### config.mk
export PLATFORM = sky130hd
export DESIGN_NAME = sprite_overlay_flat
export DESIGN_NICKNAME = d
export VERILOG_FILES = /design/src/rtl/sprite_overlay_if.sv /design/src/rtl/sprite_overlay.sv /design/src/flat_wrapper.sv
export SDC_FILE = /design/constraint.sdc
export NUM_CORES = 1
export LEC_CHECK = 0
export CAP_MARGIN = 20
export CORE_UTILIZATION = 64
export DETAILED_ROUTE_END_ITERATION = 8
export DONT_BUFFER_PORTS = 1
export PLACE_DENSITY_LB_ADDON = 0.2
export SLEW_MARGIN = 10
export SYNTH_ARGS = -nofsm -noshare
export SYNTH_HDL_FRONTEND = slang
export SYNTH_SLANG_ARGS = --single-unit
### constraint.sdc
create_clock -name clk -period 3.5 [get_ports clk]
set_input_delay 0.7 -clock clk [delete_from_list [all_inputs] [get_ports clk]]
set_output_delay 0.7 -clock clk [all_outputs]
set_load 0.05 [all_outputs]
### src/rtl/sprite_overlay_if.sv
// ROM fetch bus between the sprite overlay (master) and its sprite ROM (slave).
// Address is combinational; data returns one clock after the address.
interface sprite_overlay_if #(
   parameter int ROW_W = 4,
   parameter int COL_W = 8
);
   logic [ROW_W-1:0] rom_row;
   logic [COL_W-1:0] rom_col;
   logic [11:0]      rom_data;

   modport master (output rom_row, output rom_col, input rom_data);
   modport slave  (input rom_row, input rom_col, output rom_data);
endinterface

### src/rtl/sprite_overlay.sv
// Single ROM-backed sprite drawn over a background pixel stream.
// Position, scale and enable are latched at frame start so a frame never
// tears; output is two clocks behind hCount/vCount/bright/background.
module sprite_overlay #(
   parameter int          SPR_W        = 156,
   parameter int          SPR_H        = 11,
   parameter int          ROW_W        = 4,
   parameter int          COL_W        = 8,
   parameter logic [11:0] KEY_COLOR    = 12'hFFF,
   parameter int          RST_X        = 250,
   parameter int          RST_Y        = 250,
   parameter int          BLINK_FRAMES = 30
) (
   input  logic        clk,
   input  logic        rst,
   input  logic        en,
   input  logic        bright,
   input  logic [9:0]  hCount,
   input  logic [9:0]  vCount,
   input  logic [9:0]  pos_x,
   input  logic [9:0]  pos_y,
   input  logic [1:0]  scale,
   input  logic        blink_en,
   input  logic        tint_en,
   input  logic [11:0] tint_color,
   input  logic [11:0] background,
   sprite_overlay_if.master rom,
   output logic [11:0] rgb,
   output logic        sprite_hit,
   output logic        frame_tick
);

   localparam int          BW         = (BLINK_FRAMES > 1) ? $clog2(BLINK_FRAMES) : 1;
   localparam logic [BW-1:0] BLINK_LAST = BW'(BLINK_FRAMES - 1);
   localparam logic [11:0] SPR_W12    = 12'(SPR_W);
   localparam logic [11:0] SPR_H12    = 12'(SPR_H);

   logic          frame_start;
   logic          sh_en;
   logic [9:0]    sh_x;
   logic [9:0]    sh_y;
   logic [1:0]    sh_scale;
   logic [BW-1:0] blink_cnt;
   logic          visible;
   logic [11:0]   dx;
   logic [11:0]   dy;
   logic [11:0]   win_w;
   logic [11:0]   win_h;
   logic          in_window;

   logic          on_d;
   logic          bright_d;
   logic [11:0]   background_d;
   logic          tint_en_d;
   logic [11:0]   tint_color_d;

   assign frame_start = (hCount == 10'd0) && (vCount == 10'd0);

   // Latch the per-frame configuration; scale 3 collapses to 4x.
   always_ff @(posedge clk) begin
      if (!rst) begin
         sh_en    <= 1'b0;
         sh_x     <= 10'(RST_X);
         sh_y     <= 10'(RST_Y);
         sh_scale <= 2'd0;
      end else if (frame_start) begin
         sh_en    <= en;
         sh_x     <= pos_x;
         sh_y     <= pos_y;
         sh_scale <= (scale == 2'd3) ? 2'd2 : scale;
      end
   end

   // One-clock pulse following the frame-start pixel.
   always_ff @(posedge clk) begin
      if (!rst) frame_tick <= 1'b0;
      else      frame_tick <= frame_start;
   end

   // Blink: toggle visibility every BLINK_FRAMES frame starts while enabled.
   always_ff @(posedge clk) begin
      if (!rst) begin
         blink_cnt <= '0;
         visible   <= 1'b1;
      end else if (!blink_en) begin
         blink_cnt <= '0;
         visible   <= 1'b1;
      end else if (frame_start) begin
         if (blink_cnt == BLINK_LAST) begin
            blink_cnt <= '0;
            visible   <= ~visible;
         end else begin
            blink_cnt <= blink_cnt + 1'b1;
         end
      end
   end

   // Window test in 12 bits: the far edge may exceed 1023, which simply
   // never matches a 10-bit counter, so the sprite clips instead of wrapping.
   always_comb begin
      dx        = {2'b00, hCount} - {2'b00, sh_x};
      dy        = {2'b00, vCount} - {2'b00, sh_y};
      win_w     = SPR_W12 << sh_scale;
      win_h     = SPR_H12 << sh_scale;
      in_window = (hCount >= sh_x) && (dx < win_w) &&
                  (vCount >= sh_y) && (dy < win_h);
   end

   assign rom.rom_col = COL_W'(dx >> sh_scale);
   assign rom.rom_row = ROW_W'(dy >> sh_scale);

   // Stage 1: align per-pixel controls with the ROM read latency.
   always_ff @(posedge clk) begin
      if (!rst) begin
         on_d         <= 1'b0;
         bright_d     <= 1'b0;
         background_d <= 12'h000;
         tint_en_d    <= 1'b0;
         tint_color_d <= 12'h000;
      end else begin
         on_d         <= sh_en && visible && in_window;
         bright_d     <= bright;
         background_d <= background;
         tint_en_d    <= tint_en;
         tint_color_d <= tint_color;
      end
   end

   // Stage 2: blanking, colour-key transparency and optional tint.
   always_ff @(posedge clk) begin
      if (!rst) begin
         rgb        <= 12'h000;
         sprite_hit <= 1'b0;
      end else if (!bright_d) begin
         rgb        <= 12'h000;
         sprite_hit <= 1'b0;
      end else if (on_d && (rom.rom_data != KEY_COLOR)) begin
         rgb        <= tint_en_d ? tint_color_d : rom.rom_data;
         sprite_hit <= 1'b1;
      end else begin
         rgb        <= background_d;
         sprite_hit <= 1'b0;
      end
   end

endmodule

### src/flat_wrapper.sv
// flat-port wrapper written by rule: the top's interface ports become plain ports
module sprite_overlay_flat 
#(
   parameter int          SPR_W        = 156,
   parameter int          SPR_H        = 11,
   parameter int          ROW_W        = 4,
   parameter int          COL_W        = 8,
   parameter logic [11:0] KEY_COLOR    = 12'hFFF,
   parameter int          RST_X        = 250,
   parameter int          RST_Y        = 250,
   parameter int          BLINK_FRAMES = 30
)
  (clk, rst, en, bright, hCount, vCount, pos_x, pos_y, scale, blink_en, tint_en, tint_color, background, rgb, sprite_hit, frame_tick, rom_rom_row, rom_rom_col, rom_rom_data);
  sprite_overlay_if #(.ROW_W(ROW_W), .COL_W(COL_W)) rom_i ();
  input  logic clk;
  input  logic rst;
  input  logic en;
  input  logic bright;
  input  logic [9:0] hCount;
  input  logic [9:0] vCount;
  input  logic [9:0] pos_x;
  input  logic [9:0] pos_y;
  input  logic [1:0] scale;
  input  logic blink_en;
  input  logic tint_en;
  input  logic [11:0] tint_color;
  input  logic [11:0] background;
  output logic [11:0] rgb;
  output logic sprite_hit;
  output logic frame_tick;
  output wire logic [$bits(rom_i.rom_row)-1:0] rom_rom_row;
  output wire logic [$bits(rom_i.rom_col)-1:0] rom_rom_col;
  input wire logic [$bits(rom_i.rom_data)-1:0] rom_rom_data;
  assign rom_rom_row = rom_i.rom_row;
  assign rom_rom_col = rom_i.rom_col;
  assign rom_i.rom_data = rom_rom_data;
  sprite_overlay #(.SPR_W(SPR_W), .SPR_H(SPR_H), .ROW_W(ROW_W), .COL_W(COL_W), .KEY_COLOR(KEY_COLOR), .RST_X(RST_X), .RST_Y(RST_Y), .BLINK_FRAMES(BLINK_FRAMES)) u_core (.clk(clk), .rst(rst), .en(en), .bright(bright), .hCount(hCount), .vCount(vCount), .pos_x(pos_x), .pos_y(pos_y), .scale(scale), .blink_en(blink_en), .tint_en(tint_en), .tint_color(tint_color), .background(background), .rom(rom_i), .rgb(rgb), .sprite_hit(sprite_hit), .frame_tick(frame_tick));
endmodule
After elaboration in Yosys (flattened, before gate mapping)
Index checks and enable logic that the tools add are counted.
{"block": "totals", "output_inout_bits": 26, "word_cells": 46, "input_bits": 84, "register_bits": 70}
{"block": "classes", "addsub": 3, "shift": 4, "reduce_logical": 12, "n_eq_ne": 3, "n_mux": 5, "order_cmp": 4, "bitwise": 1}
{"op": "12-bit less-than comparator", "count": 2}
{"op": "12-bit 2-to-1 mux", "count": 2}
{"op": "10-bit by 10-bit subtractor with 11-bit output", "count": 2}
{"op": "10-bit greater-or-equal comparator", "count": 2}
{"op": "10-bit logical NOT", "count": 2}
{"op": "12-bit != test (second input constant)", "count": 1}
{"op": "4-bit by 2-bit left shift with 12-bit output (first input constant)", "count": 1}
{"op": "8-bit by 2-bit left shift with 12-bit output (first input constant)", "count": 1}
{"op": "12-bit by 2-bit right shift with 4-bit output", "count": 1}
{"op": "12-bit by 2-bit right shift with 8-bit output", "count": 1}
{"op": "1-bit logical AND", "count": 7}
{"op": "2-bit AND reduction", "count": 3}
{"op": "5-bit by 1-bit adder with 5-bit output (second input constant)", "count": 1}
{"op": "5-bit equality test (second input constant)", "count": 1}
{"op": "5-bit 2-to-1 mux", "count": 1}
{"op": "2-bit equality test (second input constant)", "count": 1}
{"op": "2-bit 2-to-1 mux", "count": 1}
{"op": "1-bit 2-to-1 mux", "count": 1}
{"op": "1-bit inverter", "count": 1}

Logic depth before layout (Yosys ltp)
{"block": "depth", "ltp_word": 6, "depth_mapped": 14, "mapped_depth_nobuf": 14}

Worst setup path before layout
OpenSTA, ideal clock, no wires.
{"block": "synth_timing", "path_type": "in2out", "startpoint": "input hCount[0]", "endpoint": "output rom_rom_col[5]", "path_buffers": 0, "path_stages": 9, "slack_ns": -0.193, "t_required_ns": 2.800, "arrival_time_ns": 2.993, "cell_sequence": "inv_1 > ha_1 > fa_1 > nand2b_1 > a21oi_1 > o21ai_0 > xnor2_1 > mux2i_1 > mux2i_1"}
{"block": "synth_via", "elab_chain_len": 2}
{"element": "start, declared", "line": "flat_wrapper.sv:19", "source": "input logic [9:0] hCount;"}
{"element": "10-bit by 10-bit subtractor with 11-bit output", "line": "sprite_overlay.sv:101", "source": "dx = {2'b00, hCount} - {2'b00, sh_x};"}
{"element": "12-bit by 2-bit right shift with 8-bit output", "line": "sprite_overlay.sv:109", "source": "assign rom.rom_col = COL_W'(dx >> sh_scale);"}
{"element": "end, declared", "line": "flat_wrapper.sv:32", "source": "output wire logic [$bits(rom_i.rom_col)-1:0] rom_rom_col;"}
No other way between the ends.

Worst setup path after layout
Same ends and word-level chain as after synthesis.

==> impl_results.md <==
- Status: complete, no violations
- DRC Markers: 0
- Int Power: 0.001288 W
- Routed wire length: 9.085 mm
- Hpwl dp: 6.817 mm
- Switching power: 0.0004456 W
- Post-synth top area share: 0.3462
- Count leader, synth: dfxtp_1
- Pwr/cell area: 382.6 nW/µm²
- Syn Area/Cell: 9.116 µm²
- Top cells by area, synth: dfxtp_1 35%, ha_1 12%, mux2i_1 8.2%, and2_1 4.2%, a211oi_1 3.7%
- CP Max Fanout: 4
- First-pass GRT wire length: 13.86 mm
- Worst path bufs/invs: 2
- Die Span Y: 81.53 µm
- Startpoint of the worst hold path: blink_en
- Nets@finish: 580
- Tightest Pin Transition: 0.8566 ns
- Worst path most repeated cell: mux2i_2
- FILL cells: 441
- Highest clock rate: 291.6 MHz
- Die ar.: 6646 µm²
- Async S/R FF share, synth: 0
- Crit path max-delay family: adder cells
- P_leak: 1.867 nW
- Part of the power in combinational logic: 0.140
- Gpl congestion: 0.9533
- H-tree depth: 3
- Number of max-cap violations: 0
- Synth cell count leaders: 70 x dfxtp_1, 40 x ha_1, 35 x inv_1, 35 x nor2_1, 33 x mux2i_1
- Leading area contributor after synthesis: dfxtp_1
- Final hold violations: 0
- Root Buffer: clkbuf_8
- Crit. End Element: primary output
- CP max stage cell: fa_1
- Tightest Hold Check Type: input port to register
- Count of input and output buffers: 0
- Final slew viol count: 0
- Power share of the clock group: 0.381
- CP cell instances: inv_1 -> ha_1 -> fa_1 -> nand2b_4 -> a21oi_2 -> o21ai_0 -> xnor2_1 -> mux2i_2 -> mux2i_2 -> buf_12
- R2r startpoint: u_core.sh_y[0]
- Critical Path RT: 2.80 ns
- Io pins: 110
- Synthesized net count: 570
- WS Path Type: input port to primary output
- Post-route ant nets: 0
- Worst Skew: 0.01230 ns
- Setup TNS: 0 ns
- Maximum vdd ir drop: 0.0004527 V
- Largest net degree at the start of global routing: 55
- Drt via density: 6.110
- Synth Instances: 444
- EDFF count, synth: 0
- DRT Pass-1 Iters: 4
- Clock Sinks: 70
- Hold-fix buffers, CTS: 0
- Clk_lat worst skew: 0.34 ns
- Register area share after synthesis: 0.3462
- Fin crit share: 0.9797
- Relative slew slack: 0.4289
- CTS Buf Count: 9
- DR vias: 3263
- Layout cells sized above 1: 0.1220
- Synthesis warning total: 0
- Post-Syn Area: 4048 µm²
- CTS tree: yes
- # setup viols final: 0
- Core area: 6026 µm²
- Most common flop cell mapped by yosys: dfxtp_1
- # rows: 28
- P&R area growth vs syn: 11.93%
- Diodes inserted: 0
- Chip width: 81.53 µm
- Initial detailed-routing violation count: 155
- Crit path launch: hCount[0]
- Total grt overflow: 0
- Total GRT Usage: 0.2765
- Yosys cell types: 56
- Sw Share: 0.2570
- Synthesized flop and latch total: 70
- Crit path DAT: 2.73 ns
- Seq pwr share: 0.479
- Initial Utilization: 0.6717
- Post-route minimum period: 3.429 ns
- Vias in the first global route: 3064
- Worst-path clk slew: 0.07 ns
- Final Core Density: 0.7519
- CTS Buffer Depth: 2
- Routed wire length per instance: 17.01 µm
- Initial antenna violation count: 0
- Crit start category: input port
- Crit path largest cell delay: 0.42 ns
==> state kept, by name (all words and copies together) (netlist names) <==
name and cells:
u_core.sh_scale 2, u_core.bright_d 1, u_core.visible 1, u_core.background_d 12
u_core.sh_x 10, u_core.on_d 1, u_core.frame_tick 1, u_core.sh_en 1
u_core.sprite_hit 1, u_core.tint_color_d 12, u_core.sh_y 10, u_core.tint_en_d 1
u_core.blink_cnt 5, u_core.rgb 12
==> cells by family after synthesis <==
| family | after synthesis | share of synthesized area |
|---|---|---|
| flops | 70 | 0.3462 |
| xor+xnor | 12 | 0.02597 |
| compound gates | 90 | 0.1530 |
| buf+inv | 53 | 0.05348 |
| simple gates | 140 | 0.1839 |
| fa+ha+maj | 42 | 0.1335 |
| mux | 37 | 0.1039 |
==> layout by cell type (no fill, tap or decap), types with 8 or more instances in the layout <==
master    synthesis  layout
dfxtp_1          70      70
ha_1             40      40
inv_1            35      35
nor2_1           35      35
mux2i_1          33      29
and2_1           27      27
nand2_1          24      24
a211oi_1         20      19
a21oi_1          20      17
o211ai_1         14      14
nor2b_1          13      13
clkbuf_8          1      11
o21ai_0          10      10
buf_4             1      10
nand4_1           8       8
==> what timing repair did <==
item                                    in CTS  in global routing
cloned                                       0                  0
pin swaps                                    1                  1
buffers inserted                             1                  1
endpoints found under the setup margin       1                  6
gates resized for setup                      3                  8
==> per-layer routing <==
metal / vias to the layer above / global-route usage / wire length (µm)
met1: 1517 / 0.3370 / 3848
met4: 0 / 0.09107 / 225
met2: 116 / 0.4517 / 4356
met3: 25 / 0.09778 / 655
li1: 1605 / - / -
met5: - / 0 / 0
==> path summary, 6_finish.rpt <==
path | slack [ns] | depth (start not counted) | to
min reg2reg | 0.48 | 2 | u_core.rgb[1]
max | 0.07 | 10 | rom_rom_col[5]
min | 0.44 | 1 | u_core.visible
max reg2reg | 0.40 | 13 | u_core.on_d
==> metrics by stage <==
step	instance area, µm²	cells	power, W	setup WS, ns	hold WS, ns
2_1_floorplan	4068	444	0.001025	0.007155	0.4642
3_3_place_gp	4249	516	0.001071	0.09248	0.4690
3_5_place_dp	4249	516	0.001079	-0.01204	0.4789
4_1_cts	4476	533	0.001736	0.01388	0.4279
5_1_grt	4531	534	0.001801	-0.06075	0.4205
6_report	4531	534	0.001733	0.07113	0.4380
==> cell type report <==
class / count / area, µm² / share of cell area
timing repair buffer: 15 / 175.2 / 0.03866
tap: 75 / 93.84 / 0.02071
clock buffer: 11 / 151.4 / 0.03342
inverter: 37 / 138.9 / 0.03065
clock inverter: 5 / 57.56 / 0.01270
multi-input combinational: 321 / 2512 / 0.5545
sequential: 70 / 1401 / 0.3093
==> power by group through the flow <==
| stage | logic (W) | clock network (W) | registers, W |
|---|---|---|---|
| after floorplan | 0.000180 | 0 | 0.000845 |
| after global placement | 0.000222 | 0 | 0.000849 |
| after detailed placement | 0.000229 | 0 | 0.000849 |
| after CTS | 0.000233 | 0.000672 | 0.000831 |
| after global routing | 0.000264 | 0.000705 | 0.000832 |
| final | 0.000243 | 0.000660 | 0.000831 |
No activity file was read; power rests on OpenSTA's default activity.
